`src/rtl/arb_pkg.sv`:
```
// Shared definitions for the memory slot arbiter.
//   arb_state_e    : arbiter FSM encoding
//   MAX_CPU_WRITES : longest run of unhaltable 6502 write cycles (JSR/BRK push)
//   BUS_CPU/BUS_DMA: busOwner encoding
package arb_pkg;

   typedef enum logic [1:0] {
      IDLE    = 2'd0,
      WAIT_RD = 2'd1,
      DMA     = 2'd2,
      DRAIN   = 2'd3
   } arb_state_e;

   localparam int   MAX_CPU_WRITES = 3;

   localparam logic BUS_CPU = 1'b0;
   localparam logic BUS_DMA = 1'b1;

endpackage

```
`src/rtl/dma_addr_gen.sv`:
```
// Burst address generator for the memory slot arbiter.
// Holds the burst base address, length and byte index; produces the
// wrapping 16-bit address base+idx and flags the final byte of the burst.
//   fastClk, RES_L : clock, async active-low reset
//   load           : latch base_in/len_in and clear the index
//   base_in/len_in : burst start address and length
//   adv            : step to the next byte (held at the last byte)
//   addr           : base+idx, mod 2^16
//   last           : the current byte is the final one of the burst
//   idx_nz         : index is past the first byte
module dma_addr_gen
   import arb_pkg::*;
#(
   parameter int BURST_W = 4
) (
   input  logic               fastClk,
   input  logic               RES_L,
   input  logic               load,
   input  logic [15:0]        base_in,
   input  logic [BURST_W-1:0] len_in,
   input  logic               adv,
   output logic [15:0]        addr,
   output logic               last,
   output logic               idx_nz
);

   logic [15:0]        base_q, base_d;
   logic [BURST_W-1:0] len_q, len_d;
   logic [BURST_W-1:0] idx_q, idx_d;
   logic [BURST_W:0]   idx_inc;

   // idx never advances past len-1, so the DRAIN slot keeps presenting
   // the address of the final byte.
   assign idx_inc = {1'b0, idx_q} + (BURST_W+1)'(1);
   assign last    = (idx_inc == {1'b0, len_q});
   assign addr    = base_q + 16'(idx_q);
   assign idx_nz  = |idx_q;

   always_comb begin
      base_d = base_q;
      len_d  = len_q;
      idx_d  = idx_q;
      if (load) begin
         base_d = base_in;
         len_d  = len_in;
         idx_d  = '0;
      end else if (adv && !last) begin
         idx_d = idx_inc[BURST_W-1:0];
      end
   end

   always_ff @(posedge fastClk or negedge RES_L) begin
      if (!RES_L) begin
         base_q <= '0;
         len_q  <= '0;
         idx_q  <= '0;
      end else begin
         base_q <= base_d;
         len_q  <= len_d;
         idx_q  <= idx_d;
      end
   end

endmodule

```
`src/rtl/mem_slot_arbiter.sv`:
```
// Memory slot arbiter between the 6502C external bus and a DMA client.
// Halts the CPU, waits for it to stall on a read, then steals whole memory
// slots for a burst of consecutive reads before handing the bus back.
//   fastClk, RES_L   : clock, async active-low reset
//   slotTick         : one-cycle pulse at each memory slot boundary
//   cpuAddr, cpuRW   : CPU external bus (RW=1 is a read)
//   memDout          : synchronous memory read data
//   dmaReq/Addr/Len  : DMA burst request, address and length
//   memAddr, memWe   : memory address / write enable (muxed on busOwner)
//   cpuHalt          : CPU HALT
//   busOwner         : 0 CPU, 1 DMA
//   dmaAck           : burst accepted pulse
//   dmaData/dmaValid : captured DMA byte and its strobe
//   dmaDone          : strobe on the final byte of a burst
//   arbErr           : sticky write-run watchdog error
// Optional: define ARB_WATCHDOG_EN to flag a CPU that keeps writing for more
// than MAX_CPU_WRITES slots while a burst waits; otherwise arbErr is 0.
//
// state   | meaning
// IDLE    | CPU owns the bus, guard counts down, waits for a request
// WAIT_RD | CPU halted but still on the bus until it sits on a read
// DMA     | DMA owns the bus, one burst byte address per slot
// DRAIN   | last address held one more slot to collect the final byte
module mem_slot_arbiter
   import arb_pkg::*;
#(
   parameter int BURST_W       = 4,
   parameter int CPU_MIN_SLOTS = 1
) (
   input  logic               fastClk,
   input  logic               RES_L,
   input  logic               slotTick,
   input  logic [15:0]        cpuAddr,
   input  logic               cpuRW,
   input  logic [7:0]         memDout,
   input  logic               dmaReq,
   input  logic [15:0]        dmaAddr,
   input  logic [BURST_W-1:0] dmaLen,
   output logic [15:0]        memAddr,
   output logic               memWe,
   output logic               cpuHalt,
   output logic               busOwner,
   output logic               dmaAck,
   output logic [7:0]         dmaData,
   output logic               dmaValid,
   output logic               dmaDone,
   output logic               arbErr
);

   localparam int GUARD_W = (CPU_MIN_SLOTS > 1) ? $clog2(CPU_MIN_SLOTS + 1) : 1;

   arb_state_e         state_q, state_d;
   logic               halt_q, halt_d;
   logic               owner_q, owner_d;
   logic               ack_q, ack_d;
   logic               valid_q, valid_d;
   logic               done_q, done_d;
   logic [7:0]         data_q, data_d;
   logic [GUARD_W-1:0] guard_q, guard_d, guard_dec;

   logic               gen_load;
   logic               gen_adv;
   logic [15:0]        gen_addr;
   logic               gen_last;
   logic               gen_idx_nz;

   dma_addr_gen #(
      .BURST_W (BURST_W)
   ) u_addr_gen (
      .fastClk (fastClk),
      .RES_L   (RES_L),
      .load    (gen_load),
      .base_in (dmaAddr),
      .len_in  (dmaLen),
      .adv     (gen_adv),
      .addr    (gen_addr),
      .last    (gen_last),
      .idx_nz  (gen_idx_nz)
   );

   // The slot ending at an IDLE tick was CPU-owned, so it already counts
   // toward the guard; accept is judged on the decremented value.
   assign guard_dec = (guard_q == '0) ? '0 : guard_q - GUARD_W'(1);

   always_comb begin
      state_d  = state_q;
      halt_d   = halt_q;
      owner_d  = owner_q;
      ack_d    = 1'b0;
      valid_d  = 1'b0;
      done_d   = 1'b0;
      data_d   = data_q;
      guard_d  = guard_q;
      gen_load = 1'b0;
      gen_adv  = 1'b0;
      if (slotTick) begin
         case (state_q)
            IDLE: begin
               guard_d = guard_dec;
               if (dmaReq && (guard_dec == '0) && (dmaLen != '0)) begin
                  gen_load = 1'b1;
                  ack_d    = 1'b1;
                  halt_d   = 1'b1;
                  state_d  = WAIT_RD;
               end
            end
            WAIT_RD: begin
               // Write cycles cannot be halted; only take the bus on a read.
               if (cpuRW) begin
                  owner_d = BUS_DMA;
                  state_d = DMA;
               end
            end
            DMA: begin
               gen_adv = 1'b1;
               // Synchronous memory: data for idx-1 arrives on this tick.
               if (gen_idx_nz) begin
                  data_d  = memDout;
                  valid_d = 1'b1;
               end
               if (gen_last) begin
                  state_d = DRAIN;
               end
            end
            DRAIN: begin
               data_d  = memDout;
               valid_d = 1'b1;
               done_d  = 1'b1;
               halt_d  = 1'b0;
               owner_d = BUS_CPU;
               guard_d = GUARD_W'(CPU_MIN_SLOTS);
               state_d = IDLE;
            end
            default: state_d = IDLE;
         endcase
      end
   end

   always_ff @(posedge fastClk or negedge RES_L) begin
      if (!RES_L) begin
         state_q <= IDLE;
         halt_q  <= 1'b0;
         owner_q <= BUS_CPU;
         ack_q   <= 1'b0;
         valid_q <= 1'b0;
         done_q  <= 1'b0;
         data_q  <= '0;
         guard_q <= '0;
      end else begin
         state_q <= state_d;
         halt_q  <= halt_d;
         owner_q <= owner_d;
         ack_q   <= ack_d;
         valid_q <= valid_d;
         done_q  <= done_d;
         data_q  <= data_d;
         guard_q <= guard_d;
      end
   end

`ifdef ARB_WATCHDOG_EN
   logic [1:0] wd_cnt_q, wd_cnt_d;
   logic       err_q, err_d;

   always_comb begin
      wd_cnt_d = wd_cnt_q;
      err_d    = err_q;
      if (slotTick) begin
         if (state_q == WAIT_RD) begin
            if (cpuRW) begin
               wd_cnt_d = '0;
            end else if (wd_cnt_q == 2'(MAX_CPU_WRITES)) begin
               err_d = 1'b1;
            end else begin
               wd_cnt_d = wd_cnt_q + 2'd1;
            end
         end else begin
            wd_cnt_d = '0;
         end
      end
   end

   always_ff @(posedge fastClk or negedge RES_L) begin
      if (!RES_L) begin
         wd_cnt_q <= '0;
         err_q    <= 1'b0;
      end else begin
         wd_cnt_q <= wd_cnt_d;
         err_q    <= err_d;
      end
   end

   assign arbErr = err_q;
`else
   assign arbErr = 1'b0;
`endif

   assign memAddr  = (owner_q == BUS_DMA) ? gen_addr : cpuAddr;
   assign memWe    = (owner_q == BUS_DMA) ? 1'b0 : ~cpuRW;
   assign cpuHalt  = halt_q;
   assign busOwner = owner_q;
   assign dmaAck   = ack_q;
   assign dmaData  = data_q;
   assign dmaValid = valid_q;
   assign dmaDone  = done_q;

endmodule
```
`config.mk`:
```
export PLATFORM = sky130hd
export DESIGN_NAME = mem_slot_arbiter
export DESIGN_NICKNAME = d
export VERILOG_FILES = /design/src/rtl/arb_pkg.sv /design/src/rtl/dma_addr_gen.sv /design/src/rtl/mem_slot_arbiter.sv
export SDC_FILE = /design/constraint.sdc
export NUM_CORES = 1
export LEC_CHECK = 0
export CORE_MARGIN = 3
export CORE_UTILIZATION = 49
export DETAILED_ROUTE_END_ITERATION = 12
export PLACE_DENSITY = 0.94
export SKIP_CTS_REPAIR_TIMING = 1
export SLEW_MARGIN = 40
export SYNTH_ARGS = -nofsm -noshare
export SYNTH_HDL_FRONTEND = slang
export SYNTH_HIERARCHICAL = 1
export SYNTH_SLANG_ARGS = --single-unit
```
`constraint.sdc`:
```
create_clock -name fastClk -period 6.5 [get_ports fastClk]
set_input_delay 0.975 -clock fastClk [delete_from_list [all_inputs] [get_ports fastClk]]
set_output_delay 0.975 -clock fastClk [all_outputs]
set_load 0.02 [all_outputs]
```
==> flow_summary.ini <==
[placement]
pre_cts_ws_ns = 2.58
dp_cells = 325
place_congestion = 0.845
io_buffers = 78
dp_hpwl_um = 3980

[cells_and_area]
area_growth_pct = 38.8
fin_nets = 340
fill_cells = 318
multiInputGateArea_um2 = 1290
final-instance-count-excl-fill = 333
seqCellArea_um2 = 976
utilization_pct = 72.3
drive_gt1_share_pct = 23.5
diodes = 0

[run]
drv_cap = 0

[route]
wl_met1_um = 2190
wl_um = 5180
antenna_left = 0
vias = 1753
first_pass_iters = 4
avgViaCountPerCell = 5.26
wl_met2_um = 2580
drc_errors = 0
dr_wl_met3_um = 337
drtIter0Drc = 78
top_layer = met4
wl_per_cell_um = 15.6

[critical_path]
critPathMaxStageDelay_ns = 0.61
r2r-end = state_q[1]$_DFFE_PN0P_
critPathMaxFanout = 6
worstSetupEndpointType = output pin
critical_path_depth = 9
worstRegToRegCells = 9
critPathKind = reg -> out
rrSetupSlack_ns = 4.18
worstPathArrival_ns = 3.26
required_ns = 5.52
slowest_stage = clkdlybuf4s50_1
critical_path.cell_chain = ha_1 -> fa_1 -> a21o_1 -> a21oi_1 -> nor2_1 -> nand3_1 -> xnor2_1 -> mux2_2 -> clkdlybuf4s50_1
path_buf_inv = 1
cpLargestDelayFamily = adder cells
cp-start-kind = flop
reg2reg_from = u_addr_gen/idx_q[0]$_DFFE_PN0P_

[logic_synthesis]
syn_area_per_cell_um2 = 11.6
synth_most_common_cell = mux2_2
yosys_warnings = 6
synth_edf_count = 0
ys_ff_latch = 39
synthFlopType = dfrtp_1
ys_seq_area_share_pct = 41.9
syn-instance-count = 201
async_flop_share_pct = 100
synth.cell_area_um2 = 2330
ys_types = 51
synth_area_leaders = dfrtp_1 42%, mux2_2 21%, ha_1 5.4%, xnor2_1 4.5%, xor2_1 2.6%
syn_nets = 261
yosysTopAreaCell = dfrtp_1
synth_top_area_share_pct = 41.9
synth_common_cells = 44 x mux2_2, 39 x dfrtp_1, 12 x nor2_1, 12 x xnor2_1, 10 x ha_1

[floorplanning]
core_um2 = 4470
rows = 24
num_io_pins = 80
initial_core_util_pct = 52.1
dieArea_um2 = 5620
die_y_um = 75.0
die-width_um = 75.0

[min_path]
hold_path_end = dmaData[0]$_DFFE_PN0P_
hp-class = reg -> reg
min_from = dmaData[0]$_DFFE_PN0P_
min_path_cells = 1

[power]
vdd_ir_drop_max_uv = 326
swShare_pct = 39.9
pwr-share-seq_pct = 31.3
combPwrFrac_pct = 58.3
p_clk_share_pct = 10.4
p_total_w = 0.00155
cellPowerDensity_nw_per_um2 = 480
p_int_w = 0.000933
power.switching_w = 0.000620
p_leak_nw = 1.37

[outcome]
status = finished clean

[clock_network]
cts_max_path_buffers = 2
clk_latency_ns = 0.29
h-tree-depth = 2
clk_pin_slew_ns = 0.08
cts_tree = built
cts_root_buffer = clkbuf_8
cts.sinks = 39
numCtsBuffers = 5

[sta]
hold_violations = 0
worst_slew_pin_slew_ns = 0.752
fin_worst_skew_ns = 0.00356
fin_crit_sh_pct = 65.1
setup_viol = 0
rsz0062_at_grt = no
fin_setup_tns_ns = 0
final_max_slew_viol_count = 0
final_period_minus_worst_setup_slack_ns = 4.23
slew_headroom_pct = 49.9
fmax_ghz = 0.236
setup_ws_ns = 2.27

[global_route]
grt_pass1_wl_um = 7960
antenna_found_initial = 0
grt_pass1_vias = 1825
grt.overflow.total = 0
grt_start_max_net_pins = 40
grt_usage_pct = 18.7
[flip-flops by register name, indices dropped and copies added (netlist names)]
name / flops
u_addr_gen/base_q: 16
dmaData: 8
dmaValid: 1
u_addr_gen/len_q: 4
state_q: 2
u_addr_gen/idx_q: 4
dmaAck: 1
busOwner: 1
cpuHalt: 1
dmaDone: 1
[metal layers]
metal / vias up / global-route usage [%]
met5: - / 0
met3: 7 / 5.21
met2: 58 / 33.1
met1: 828 / 21.4
met4: 0 / 6.72
li1: 860 / -
[per-stage QoR]
stage          hold WS, ns  instance area (um^2)
6_report             0.506                  3240
3_3_place_gp         0.487                  3140
2_1_floorplan        0.487                  2330
5_1_grt              0.526                  3240
3_5_place_dp         0.497                  3150
4_1_cts              0.511                  3240
[placed cells by master, fill, tap and decap left out, drive strengths merged, types with 7 or more instances in the layout]
cell type	instances
clkdlybuf4s50	77
mux2	46
dfrtp	39
nor2	12
xnor2	12
ha	10
inv	8
nand2	8
nand3	7
xor2	7
[cells by family after synthesis]
| kind of cell | share of synthesized area (%) |
|---|---|
| DFF | 41.9 |
| adders and majority gates | 6.23 |
| other | 0.161 |
| AOI/OAI and AO/OA | 7.89 |
| buffers and inverters | 3.01 |
| muxes | 22.4 |
| and+or+nand+nor | 11.3 |
| xor gates and xnor gates | 7.14 |
[worst max path at each step]
| stage | end | slack (ns) | start |
|---|---|---|---|
| 2_1_floorplan | memAddr[12] | 3.39 | u_addr_gen/idx_q[0]$_DFFE_PN0P_ |
| 3_3_place_gp | memAddr[14] | 2.71 | u_addr_gen/idx_q[0]$_DFFE_PN0P_ |
| 3_5_place_dp | memAddr[12] | 2.58 | u_addr_gen/idx_q[0]$_DFFE_PN0P_ |
| 4_1_cts | memAddr[12] | 2.24 | u_addr_gen/idx_q[0]$_DFFE_PN0P_ |
| 5_1_grt | memAddr[12] | 2.10 | u_addr_gen/idx_q[0]$_DFFE_PN0P_ |
| 6_report | memAddr[12] | 2.27 | u_addr_gen/idx_q[0]$_DFFE_PN0P_ |
[power groups by stage]
stage / clock network [W] / registers [W] / logic, W
final: 0.000162 / 0.000486 / 0.000905
after global routing: 0.000177 / 0.000505 / 0.000977
after CTS: 0.000171 / 0.000486 / 0.000912
after global placement: 0 / 0.000480 / 0.000879
after detailed placement: 0 / 0.000491 / 0.000906
after floorplan: 0 / 0.000488 / 0.000578
[worst reg2reg max path, delay by kind of cell (launching register included)]
family | cells | cell delay [ns]
adders and majority gates | 1 | 0.34
DFF | 1 | 0.48
muxes | 1 | 0.33
buffers and inverters | 1 | 0.11
xor gates and xnor gates | 1 | 0.16
and+or+nand+nor | 3 | 0.49
AOI/OAI and AO/OA | 2 | 0.33
[cell type report]
cell class	count	area share (%)
tap	52	2.01
timing repair buffer	79	24.3
clock inverter	3	0.619
sequential	39	30.2
clock buffer	5	2.13
multi-input combinational	147	39.9
inverter	8	0.928
Note: power is estimated with default switching activity, not from simulation.
